==> src/rtl/mulf_arbiter.sv <==
// ============================================================================
// Module   : mulf_arbiter (with internal datapath mulf)
// Purpose  : Round-robin share of one single-precision multiplier between
//            NREQ requesters; one operation in flight, tagged valid/ready
//            response after LAT settle cycles.
// Options  : MULF_ARB_ZERO_EN - zero/denormal operand forces a signed zero.
// Revision : 1.0 - initial release
// ============================================================================
`default_nettype none

// Truncating float multiply: no rounding, no special-value handling,
// exponent wraps modulo 256.
module mulf (
   input  logic [31:0] a,
   input  logic [31:0] b,
   output logic [31:0] s
);
   logic [23:0] ma;
   logic [23:0] mb;
   logic [47:0] prod;
   logic [7:0]  exp_sum;
   logic [22:0] mant;

   assign ma      = {1'b1, a[22:0]};
   assign mb      = {1'b1, b[22:0]};
   assign prod    = {24'b0, ma} * {24'b0, mb};
   // Product of two 1.x mantissas lies in [1,4); bit 47 means renormalise.
   assign exp_sum = a[30:23] + b[30:23] - 8'd127 + {7'b0, prod[47]};
   assign mant    = prod[47] ? prod[46:24] : prod[45:23];
   assign s       = {a[31] ^ b[31], exp_sum, mant};
endmodule

module mulf_arbiter #(
   parameter int NREQ = 4,
   parameter int LAT  = 2,
   parameter int IDW  = 2
) (
   input  logic              clk,
   input  logic              rst,
   input  logic [NREQ-1:0]   req_valid,
   output logic [NREQ-1:0]   req_ready,
   input  logic [32*NREQ-1:0] req_a,
   input  logic [32*NREQ-1:0] req_b,
   output logic              resp_valid,
   input  logic              resp_ready,
   output logic [IDW-1:0]    resp_id,
   output logic [31:0]       resp_s,
   output logic              busy
);
   localparam logic [1:0] S_IDLE = 2'd0;
   localparam logic [1:0] S_EXEC = 2'd1;
   localparam logic [1:0] S_DONE = 2'd2;
   localparam int         CNT_W  = 4;

   logic [1:0]       r_state;
   logic [1:0]       w_next;
   logic [31:0]      r_op_a;
   logic [31:0]      r_op_b;
   logic [CNT_W-1:0] r_cnt;
   logic [IDW-1:0]   r_ptr;
   logic [IDW-1:0]   r_resp_id;
   logic [31:0]      r_resp_s;

   logic             w_found;
   logic [IDW-1:0]   w_gnt_idx;
   logic [NREQ-1:0]  w_gnt_oh;
   logic [31:0]      w_sel_a;
   logic [31:0]      w_sel_b;
   logic [31:0]      w_mul_s;
   logic [31:0]      w_result;

   // Circular priority search starting one past the last grant.
   always_comb begin
      w_found   = 1'b0;
      w_gnt_idx = '0;
      for (int i = 0; i < NREQ; i++) begin
         if (!w_found && req_valid[i] && (i > int'(r_ptr))) begin
            w_found   = 1'b1;
            w_gnt_idx = IDW'(i);
         end
      end
      for (int i = 0; i < NREQ; i++) begin
         if (!w_found && req_valid[i] && (i <= int'(r_ptr))) begin
            w_found   = 1'b1;
            w_gnt_idx = IDW'(i);
         end
      end
   end

   // Operand mux for the winning requester.
   always_comb begin
      w_sel_a  = '0;
      w_sel_b  = '0;
      w_gnt_oh = '0;
      for (int i = 0; i < NREQ; i++) begin
         if (w_found && (i == int'(w_gnt_idx))) begin
            w_sel_a     = req_a[i*32 +: 32];
            w_sel_b     = req_b[i*32 +: 32];
            w_gnt_oh[i] = 1'b1;
         end
      end
   end

   mulf u_mulf (
      .a (r_op_a),
      .b (r_op_b),
      .s (w_mul_s)
   );

   // Result selection in front of the result register.
   always_comb begin
`ifdef MULF_ARB_ZERO_EN
      if ((r_op_a[30:23] == 8'd0) || (r_op_b[30:23] == 8'd0))
         w_result = {r_op_a[31] ^ r_op_b[31], 31'b0};
      else
         w_result = w_mul_s;
`else
      w_result = w_mul_s;
`endif
   end

   // State register.
   always_ff @(posedge clk or posedge rst) begin
      if (rst)
         r_state <= S_IDLE;
      else
         r_state <= w_next;
   end

   // Next-state logic.
   always_comb begin
      w_next = r_state;
      case (r_state)
         S_IDLE:  if (w_found)           w_next = S_EXEC;
         S_EXEC:  if (r_cnt == '0)       w_next = S_DONE;
         S_DONE:  if (resp_ready)        w_next = S_IDLE;
         default:                        w_next = S_IDLE;
      endcase
   end

   // Output decode; the grant is only visible while idle.
   always_comb begin
      req_ready  = (r_state == S_IDLE) ? w_gnt_oh : '0;
      resp_valid = (r_state == S_DONE);
      busy       = (r_state != S_IDLE);
   end

   // Operand capture, settle counter, pointer and result registers.
   always_ff @(posedge clk or posedge rst) begin
      if (rst) begin
         r_op_a    <= '0;
         r_op_b    <= '0;
         r_cnt     <= '0;
         r_ptr     <= IDW'(NREQ-1);
         r_resp_id <= '0;
         r_resp_s  <= '0;
      end else begin
         case (r_state)
            S_IDLE: begin
               if (w_found) begin
                  r_op_a    <= w_sel_a;
                  r_op_b    <= w_sel_b;
                  r_cnt     <= CNT_W'(LAT-1);
                  r_ptr     <= w_gnt_idx;
                  r_resp_id <= w_gnt_idx;
               end
            end
            S_EXEC: begin
               if (r_cnt != '0)
                  r_cnt <= r_cnt - 1'b1;
               else
                  r_resp_s <= w_result;
            end
            default: ;
         endcase
      end
   end

   assign resp_id = r_resp_id;
   assign resp_s  = r_resp_s;

endmodule

`default_nettype wire

==> config.mk <==
export PLATFORM = sky130hd
export DESIGN_NAME = mulf_arbiter
export DESIGN_NICKNAME = d
export VERILOG_FILES = /design/src/rtl/mulf_arbiter.sv
export SDC_FILE = /design/constraint.sdc
export NUM_CORES = 2
export LEC_CHECK = 0
export CORE_AREA = 8 8 211 213
export CTS_BUF_LIST = sky130_fd_sc_hd__clkbuf_4
export DETAILED_ROUTE_END_ITERATION = 10
export DIE_AREA = 0 0 219 221
export GPL_TIMING_DRIVEN = 0
export HOLD_SLACK_MARGIN = 0.15
export PLACE_DENSITY = 0.83
export SLEW_MARGIN = 20
export SYNTH_ARGS = -nofsm -noshare
export SYNTH_HDL_FRONTEND = slang
export SYNTH_SLANG_ARGS = --single-unit
==> constraint.sdc <==
create_clock -name clk -period 11.19 [get_ports clk]
set_input_delay 2.238 -clock clk [delete_from_list [all_inputs] [get_ports clk]]
set_output_delay 2.238 -clock clk [all_outputs]
set_load 0.05 [all_outputs]
==> flow_metrics.env <==
export IMPL_ys_warnings_count=0
export IMPL_synthDistinctLibCells=65
export IMPL_rows=75
export IMPL_multiInputGateArea_um2=18600
export IMPL_num_vias=21200
export IMPL_drtAntennaViolNets=0
export IMPL_synth_avg_cell_area_um2=8.84
export IMPL_post_cts_resized=0
export IMPL_grt_pass1_vias=23500
export IMPL_synth_edf_count=0
export IMPL_fin_nets=3959
export IMPL_clk_latency_ns=0.55
export IMPL_htree_num_levels=3
export IMPL_cts_tree="done"
export IMPL_rsz0062_at_grt="no"
export IMPL_max_cap_viol_count=0
export IMPL_placed_cell_area_um2=27700
export IMPL_synth_main_ff_cell="dfrtp_1"
export IMPL_finalHoldViolCount=0
export IMPL_cts_inserted_buffers=9
export IMPL_synth_most_common_cell="inv_1"
export IMPL_synth_cells=2716
export IMPL_cts_setup_buffers=0
export IMPL_netlist_area_um2=24000
export IMPL_relSlewSlack_pct=33.5
export IMPL_postSynth_asyncResetShare_pct=100
export IMPL_clkTransAtPathRegs_ns=0.19
export IMPL_status="finished clean"
export IMPL_critical_path_class="reg2reg"
export IMPL_antenna_found_initial=16
export IMPL_final_period_utilization_pct=91.2
export IMPL_grt_max_degree=65
export IMPL_yosys_area_top_type="fa_1"
export IMPL_gr_usage_all_layers_pct=37.0
export IMPL_period_needed_ns=10.20
export IMPL_hold_end="resp_id[1]"
export IMPL_die_w_um=219
export IMPL_wire_per_inst_um=24.7
export IMPL_wl_mm=88.6
export IMPL_r2r_slack_ns=0.99
export IMPL_route_detailed_drc=0
export IMPL_gp_congestion=1.09
export IMPL_cp_startpoint="r_op_a[14]"
export IMPL_hold_depth=1
export IMPL_fin_area_um2=27900
export IMPL_r2r_start="r_op_a[14]"
export IMPL_hp_class="reg2reg"
export IMPL_ys_seq_area_share_pct=11.1
export IMPL_setup_viol=0
export IMPL_hp_start="resp_id[1]"
export IMPL_seqCellArea_um2=2660
export IMPL_die_h_um=221
export IMPL_fillers=3390
export IMPL_slowest_stage="dfrtp_1"
export IMPL_cts_root_buffer="clkbuf_4"
export IMPL_critical_path_required_ns=11.65
export IMPL_final_setup_tns_ns=0
export IMPL_end_kind="register"
export IMPL_synth_nets=3645
export IMPL_clock_skew_ns=0.0492
export IMPL_critPathLaunchType="register"
export IMPL_synth_seq_cells=106
export IMPL_grt_pass1_wl_mm=135
export IMPL_area_delta_synth_final_pct=16.2
export IMPL_drt_pass1_iterations=7
export IMPL_gr_total_overflow=0
export IMPL_worst_slew_pin_slew_ns=0.998
export IMPL_via_per_inst=5.92
export IMPL_drive_above_1_share_pct=1.19
export IMPL_clock_path_buffers=2
export IMPL_crit_top_cell="fa_1"
export IMPL_cts_sinks=106
export IMPL_r2r_cells=36
export IMPL_arrival_ns=10.67
export IMPL_r2r_end="resp_s[29]"
export IMPL_initial_core_util_pct=58.2
export IMPL_cp_max_fo=10
export IMPL_holdBufCountCts=0
export IMPL_synth_area_leaders="fa_1 (40%), dfrtp_1 (11%), ha_1 (9.6%), inv_1 (9.0%), nand2_1 (6.6%)"
export IMPL_hpwl_mm=75.5
export IMPL_maxSlewViolCount=0
export IMPL_io_buffers=302
export IMPL_ios=303
export IMPL_yosysTopAreaCellShare_pct=40.2
export IMPL_clock_fmax_ghz=0.0980
export IMPL_synthTopCellsByCount="inv_1 (574), fa_1 (482), nand2_1 (425)"
export IMPL_crit_path_max_incr_delay_ns=0.81
export IMPL_die_area_um2=48400
export IMPL_drtIter0Drc=2087
export IMPL_core_um2=41300
[metal layers]
metal	vias to the layer above	routed length [um]	global-route usage [%]
met2	1286	42100	60.6
met4	0	8230	28.8
met1	10500	29300	40.8
met5	-	0	0
met3	378	8920	9.26
li1	9029	-	-
[cells in the final DEF (no fill, tap or decap), types with 71 or more instances in the layout]
cell type          n
nor2_1           136
and2_1           223
clkbuf_1         145
a31oi_1           71
fa_1             482
ha_1             184
clkdlybuf4s50_1  302
dfrtp_1          104
inv_1            573
nand2_1          425
[critical path, delay by kind of cell, from the launching register on]
| family | cells | cell delay, ns |
|---|---|---|
| AOI/OAI and AO/OA | 8 | 1.74 |
| xor gates and xnor gates | 2 | 0.59 |
| adders and majority gates | 10 | 4.55 |
| buffers and inverters | 8 | 1.24 |
| DFF | 1 | 0.81 |
| and+or+nand+nor | 8 | 1.18 |
[through the flow]
stage / util, % / hold slack (ns) / cells / worst slack (ns)
3_5_place_dp: 67.2 / 0.470 / 3558 / 1.12
4_1_cts: 67.5 / 0.513 / 3574 / 1.15
6_report: 67.6 / 0.514 / 3585 / 0.986
2_1_floorplan: - / 0.507 / 2716 / 3.05
3_3_place_gp: 67.1 / 0.467 / 3557 / 1.46
5_1_grt: 67.6 / 0.533 / 3582 / 0.446
[cell families (layout without fill, tap and decap cells)]
group	after synthesis	after routing	share of synthesized area, %
other	0	11	0
buffers and inverters	725	1044	11.4
xor gates and xnor gates	36	36	1.34
AOI/OAI and AO/OA	310	310	9.45
muxes	4	4	0.172
and+or+nand+nor	869	869	16.8
DFF	106	106	11.1
adders and majority gates	666	666	49.8
[final cells by class]
| type | instances | area share, % |
|---|---|---|
| inverters | 576 | 7.76 |
| flip-flops and latches | 106 | 9.51 |
| clock inverters | 7 | 0.264 |
| well taps | 539 | 2.42 |
| diodes | 11 | 0.0986 |
| clock buffers | 9 | 0.242 |
| repair buffers | 303 | 10.9 |
| plain buffers | 149 | 2.05 |
| multi-input cells | 1885 | 66.7 |
[registers in the layout, summed over array words and instances (netlist names)]
register and cells:
resp_id 2, r_op_b 32, r_op_a 32, r_state 2, r_ptr 2, r_cnt 4, resp_s 32
[worst max path at each step]
| stage | endpoint | slack, ns | depth (start not counted) |
|---|---|---|---|
| after floorplan | resp_s[29] | 3.05 | 36 |
| after global placement | resp_s[29] | 1.46 | 36 |
| after detailed placement | resp_s[29] | 1.12 | 36 |
| after CTS | resp_s[29] | 1.15 | 36 |
| after global routing | resp_s[29] | 0.45 | 36 |
| final | resp_s[29] | 0.99 | 36 |
Power is not shown: default switching activity piles up to over one toggle a cycle in this logic, so the estimate is an artifact.
==> RTL edit (same flow settings) <==
The option `MULF_ARB_ZERO_EN` is turned on by a define.
--- a/src/rtl/mulf_arbiter.sv
+++ b/src/rtl/mulf_arbiter.sv
@@ -11,4 +11,6 @@
 // Truncating float multiply: no rounding, no special-value handling,
 // exponent wraps modulo 256.
+`define MULF_ARB_ZERO_EN
+
 module mulf (
    input  logic [31:0] a,
Function: changed (Yosys sat finds a counterexample within 4 cycles, from zero or initial values and one cycle with rst high).
==> RTL edit against the unedited design <==
Clock skew grew 0.0027 ns; first-iteration DRC count grew 1.9%; cell area grew 2.1%; die area is the same; global-route usage grew 3.4 points; critical path depth is the same; cell count grew 2.7%; critical endpoint unchanged; wire length grew 9.2%; setup slack lost 0.63 ns; count of clock-buffer cells in the layout is the same; area after synthesis grew 2.6%; sequential cell count is the same.
Power is not shown: default switching activity piles up to over one toggle a cycle in this logic, so the estimate is an artifact.
==> RTL edit: results <==
[finish]
finalNonFillerCells = 3681
final_net_count = 4058

[worst_setup_path]
critical_path.reg2reg.startpoint = r_op_b[0]
worstPathArrival_ns = 11.35
reg2reg_to = resp_s[29]

[grt]
grt_pass1_vias = 24000
first_pass_grt_wire_length_um = 145000
global_route.usage.met1 = 0.476
antenna_found_initial = 8
grt.met2_usage = 0.651
grt_util_all_layers = 0.404

[routing]
met3_length_um = 10200
drt_iter0_drc = 2126
routed_via_count = 22000
detailed_routing_iteration_count_for_the_pre_antenna_repair_pass = 6
detail_route.wirelength.met1_um = 33800
drt_wl_total_um = 96800
met2_wirelength_um = 45200

[worst_hold_path]
min_delay_path_depth = 2
worst_hold_end = resp_s[28]
hold_path.class = flop to flop

[yosys]
yosys_cell_types = 85
seq_area_frac_synth = 0.108
synth_area_leaders = fa_1 (39%), dfrtp_1 (11%), ha_1 (9.3%)
ys.flop_type = dfrtp_1
synthesis.area_per_instance_sq_um = 8.75

[sta]
worst_slew_pin_slew_ns = 1.06
timing.clock.skew_ns = 0.0519
hold-worst-slack_ns = 0.521

[placed_design]
hpwl_um = 81000
pre_cts_ws_ns = 0.791
port_buffers = 300
gp_congestion = 1.05

[clock_network]
clock_insertion_delay_worst_skew_ns = 0.63
clkTransAtPathRegs_ns = 0.24
post_cts_buffers = 0

[status]
outcome = finished clean
==> RTL edit: cell families (layout without fill, tap and decap cells) <==
logic type,count (synthesis),after routing,share of synthesized area
AO/OA/AOI/OAI,330,330,0.0970
XOR/XNOR,36,36,0.0128
adder cells (fa/ha/maj),666,666,0.485
buffers and inverters,734,1051,0.115
flip-flops,106,106,0.108
multiplexers,22,22,0.00904
other,0,8,0
AND/OR/NAND/NOR,923,923,0.173
==> RTL edit: area by class of cell <==
| type | instances | area (sq um) |
|---|---|---|
| multi-input combinational | 1977 | 19100 |
| tap | 539 | 674 |
| sequential | 106 | 2660 |
| buffer | 158 | 669 |
| inverter | 576 | 2170 |
| clock inverter | 7 | 76.3 |
| timing repair buffer | 301 | 3030 |
| antenna | 8 | 20.0 |
| fill | 3373 | 12800 |
| clock buffer | 9 | 67.6 |
